## src/rtl/mod4_counter.sv

```systemverilog
// mod4_counter: synchronous modulo-N up/down counter (default 2-bit, mod 4).
// Replaces a ripple counter. Every bit of op changes on the same rising edge,
// so there is no ripple skew between bits and op never glitches between edges.
// Per-edge priority: reset, load, count, hold.
// Note: rst_n is an ACTIVE-HIGH synchronous reset despite its name.
module mod4_counter #(
  parameter int WIDTH   = 2,
  parameter int MODULUS = 4
) (
  input  logic             clk,
  input  logic             rst_n,
  input  logic             en,
  input  logic             up_dn,
  input  logic             load,
  input  logic [WIDTH-1:0] load_val,
  output logic [WIDTH-1:0] op,
  output logic             tc
);

  // Reject configurations that cannot describe a legal modulo counter.
  generate
    if (WIDTH < 1 || MODULUS < 2 || MODULUS > (1 << WIDTH)) begin : g_bad_param
      $error("mod4_counter: MODULUS must be in 2..2^WIDTH");
    end
  endgenerate

  // MODULUS may equal 2^WIDTH, so it needs one extra bit to be represented.
  localparam logic [WIDTH:0]   MOD_EXT = (WIDTH+1)'(MODULUS);
  localparam logic [WIDTH-1:0] MAX_VAL = WIDTH'(MODULUS - 1);
  localparam logic [WIDTH-1:0] ZERO    = '0;
  localparam logic [WIDTH-1:0] ONE     = WIDTH'(1);

  logic [WIDTH-1:0] count_q;
  logic [WIDTH-1:0] count_d;
  logic [WIDTH:0]   load_ext;
  logic [WIDTH:0]   load_mod;

  // Out-of-range load values are folded back into 0..MODULUS-1. When MODULUS
  // is 2^WIDTH this reduces to a plain copy.
  always_comb begin
    load_ext = {1'b0, load_val};
    load_mod = load_ext % MOD_EXT;
  end

  // Next-state selection in priority order: reset, load, count, hold.
  always_comb begin
    count_d = count_q;
    if (rst_n) begin
      count_d = ZERO;
    end else if (load) begin
      count_d = load_mod[WIDTH-1:0];
    end else if (en) begin
      if (up_dn) begin
        count_d = (count_q == MAX_VAL) ? ZERO : count_q + ONE;
      end else begin
        count_d = (count_q == ZERO) ? MAX_VAL : count_q - ONE;
      end
    end
  end

  // Count register. All bits update together on the single clock edge.
  always_ff @(posedge clk) begin
    count_q <= count_d;
  end

  // Terminal count depends on the current direction. It does not look at en,
  // so a sequencer can see "about to wrap" even while the counter is held.
  always_comb begin
    op = count_q;
    tc = up_dn ? (count_q == MAX_VAL) : (count_q == ZERO);
  end

endmodule

```

## config.mk

```make
export PLATFORM = sky130hd
export DESIGN_NAME = mod4_counter
export DESIGN_NICKNAME = d
export VERILOG_FILES = /design/src/rtl/mod4_counter.sv
export SDC_FILE = /design/constraint.sdc
export NUM_CORES = 1
export LEC_CHECK = 0
export BUFFER_PORTS_ARGS = -buffer_cell sky130_fd_sc_hd__buf_2
export CORE_AREA = 2 2 39 41
export CTS_CLUSTER_DIAMETER = 40
export DETAILED_ROUTE_END_ITERATION = 8
export DIE_AREA = 0 0 41 43
export MAX_ROUTING_LAYER = met4
export PLACE_DENSITY = 0.4
export SLEW_MARGIN = 20
export SYNTH_ARGS = -nofsm -noshare
export SYNTH_HDL_FRONTEND = slang
export SYNTH_SLANG_ARGS = --single-unit
```

## constraint.sdc

```tcl
create_clock -name clk -period 3 [get_ports clk]
set_clock_uncertainty 0.2 [all_clocks]
set_input_delay 0.6 -clock clk [delete_from_list [all_inputs] [get_ports clk]]
set_output_delay 0.6 -clock clk [all_outputs]
set_load 0.03 [all_outputs]
```

==> results.py <==
metrics = {
    "cts": {
        "post_cts_buffers": 0,
        "cts_made_buffers": 3,
        "max-clock-path-buffers": 2,
        "insertion_delay_ns": 0.22,
        "path_clk_slew_ns": 0.03,
        "cts_resized": 0,
        "ctsHoldBuffers": 0,
        "cts_root_buf": "clkbuf_4",
        "cts_tree": "done",
        "cts_num_sinks": 2,
        "cts_max_level": 1,
    },
    "critical_path": {
        "path_class": "reg2out",
        "crit_chain": "inv_1, ha_1, nor2b_2, a21o_2, buf_2",
        "slowest_delay_ns": 0.41,
        "worstReg2RegStart": "op[0]",
        "reg2reg_to": "op[0]",
        "startpoint_type": "register",
        "worstSetupStartpoint": "op[0]",
        "rr_worst_depth": 5,
        "cpMaxStageDelayCell": "dfxtp_1",
        "critPathArrivalTime_ns": 1.40,
        "required_ns": 2.20,
        "rrSetupSlack_ns": 1.45,
        "cp_max_fo": 5,
        "endpoint_kind": "output pin",
    },
    "synthesis": {
        "synthTopCellsByCount": "inv_1, a21oi_1, dfxtp_1, ha_1",
        "syn_area_um2": 171.4,
        "synth_cells": 19,
        "ys_seq_area_share_pct": 23.36,
        "synth_edf_count": 0,
        "ys_top_cells_by_area": "dfxtp_1, ha_1, a2111oi_2",
        "synth_top_area_share_pct": 23.36,
        "async_flop_share_pct": 0,
        "yosys_warnings": 0,
        "synth_seq_cells": 2,
        "yosysTopAreaCell": "dfxtp_1",
        "ys.flop_type": "dfxtp_1",
        "ys_types": 13,
        "post-synth-top-count-cell": "inv_1",
        "synth_nets": 28,
        "synth.avg_cell_area_um2": 9.022,
    },
    "sta": {
        "tightest_slew_ns": 0.2812,
        "fin_setup_tns_ns": 0,
        "timing.final.crit_period_ns": 2.196,
        "slew_headroom_pct": 81.20,
        "setup_viol": 0,
        "fmax_mhz": 455.3,
        "slew_violations": 0,
        "hold_viol": 0,
        "rsz0062_at_grt": "false",
        "finalCritPeriodShare_pct": 73.20,
        "hold_slack_ns": 0.3727,
    },
    "global_routing": {
        "grt_max_degree": 6,
        "grt_pass1_vias": 177,
        "grt_overflow": 0,
        "grt_usage_pct": 6.366,
        "antenna_found_initial": 0,
        "grt_pass1_wl_um": 669,
    },
    "hold_path": {
        "holdPathStages": 2,
        "hp-class": "in2reg",
        "worst_hold_path.endpoint": "op[0]",
        "hold_start": "rst_n",
    },
    "layout": {
        "fin_cells": 47,
        "largest_register_ff_count": 2,
        "drive_above_1_share_pct": 54.84,
        "syn_to_final_growth_pct": 51.10,
        "nets": 42,
        "antenna_cells": 0,
        "final_area_um2": 259.0,
    },
    "placement": {
        "place_area_um2": 236.5,
        "gp_congestion": 0.6106,
        "placedCellCount": 44,
        "io_buffers": 9,
    },
    "die": {
        "chipWidth_um": 41,
        "dieHeight_um": 43,
        "die_area_um2": 1763,
        "initial_core_util_pct": 12.39,
        "num_rows": 14,
        "ios": 10,
        "fp.coreArea_um2": 1384,
    },
    "run": {
        "maxCapViolations": 0,
    },
    "drt": {
        "first_pass_iters": 2,
        "via_per_inst": 3.617,
        "drc": 0,
        "routedWlPerCell_um": 8.532,
        "drt_iter0_drc": 3,
        "ant_nets": 0,
        "vias": 170,
        "wl_um": 401,
    },
    "power": {
        "ir_drop_mv": 0.08553,
        "p_leak_nw": 0.1307,
        "power.density_nw_per_um2": 486.9,
        "total_power_w": 0.0001261,
    },
    "outcome": {
        "status": "finished clean",
    },
}
==> metal layers <==
metal / track usage, % / vias up / routed length [µm]
met2: 6.250 / 10 / 136
met1: 7.668 / 70 / 215
li1: - / 90 / -
met5: - / - / 0
met3: 3.141 / 0 / 48
met4: 8.000 / 0 / 0
==> final cells by class <==
cell class / instances / area [µm²]
clock buffer: 3 / 22.52
timing repair buffer: 9 / 45.04
tap: 16 / 20.02
sequential: 2 / 40.04
inverter: 4 / 15.01
multi-input combinational: 13 / 116.4
fill: 159 / 1125
==> kinds of logic after synthesis <==
group           count (synthesis)  synth area share, %
fa+ha+maj                       2                14.60
xor+xnor                        1                5.110
compound gates                  6                29.20
flops                           2                23.36
buf+inv                         4                8.757
simple gates                    4                18.97
==> critical path, delay by kind of cell, from the launching register on <==
kind | cells | cell delay [ns]
DFF | 1 | 0.41
adders and majority gates | 1 | 0.19
AOI/OAI and AO/OA | 1 | 0.18
buffers and inverters | 2 | 0.24
and+or+nand+nor | 1 | 0.16
==> worst max-delay path by stage <==
stage	slack [ns]	endpoint
CTS	0.78	tc
floorplan	0.98	tc
detailed placement	1.03	tc
global route	0.71	tc
finish	0.80	tc
global placement	1.03	tc
==> stage by stage <==
step / util (%) / worst slack [ns]
detailed placement: 17.09 / 1.028
CTS: 18.72 / 0.7770
global route: 18.72 / 0.7061
finish: 18.72 / 0.8039
floorplan: - / 0.9846
global placement: 17.09 / 1.031
==> power breakdown <==
part	total (W)	internal, W	switching (W)
registers	0.0000320	0.0000292	0.00000287
logic	0.0000346	0.0000147	0.0000199
clock network	0.0000595	0.0000441	0.0000153
total	0.000126	0.0000880	0.0000381
==> placed cells by master (no fill, tap or decap) <==
cell,count
dfxtp_1,2
buf_2,9
inv_1,4
xor2_1,1
a21o_2,1
o21a_1,1
nor2_1,1
nor3_1,1
nor2b_2,1
clkbuf_4,3
a21oi_1,2
a21oi_2,1
nor4b_2,1
a2111oi_2,1
ha_1,2
(Power assumes the default switching activity.)
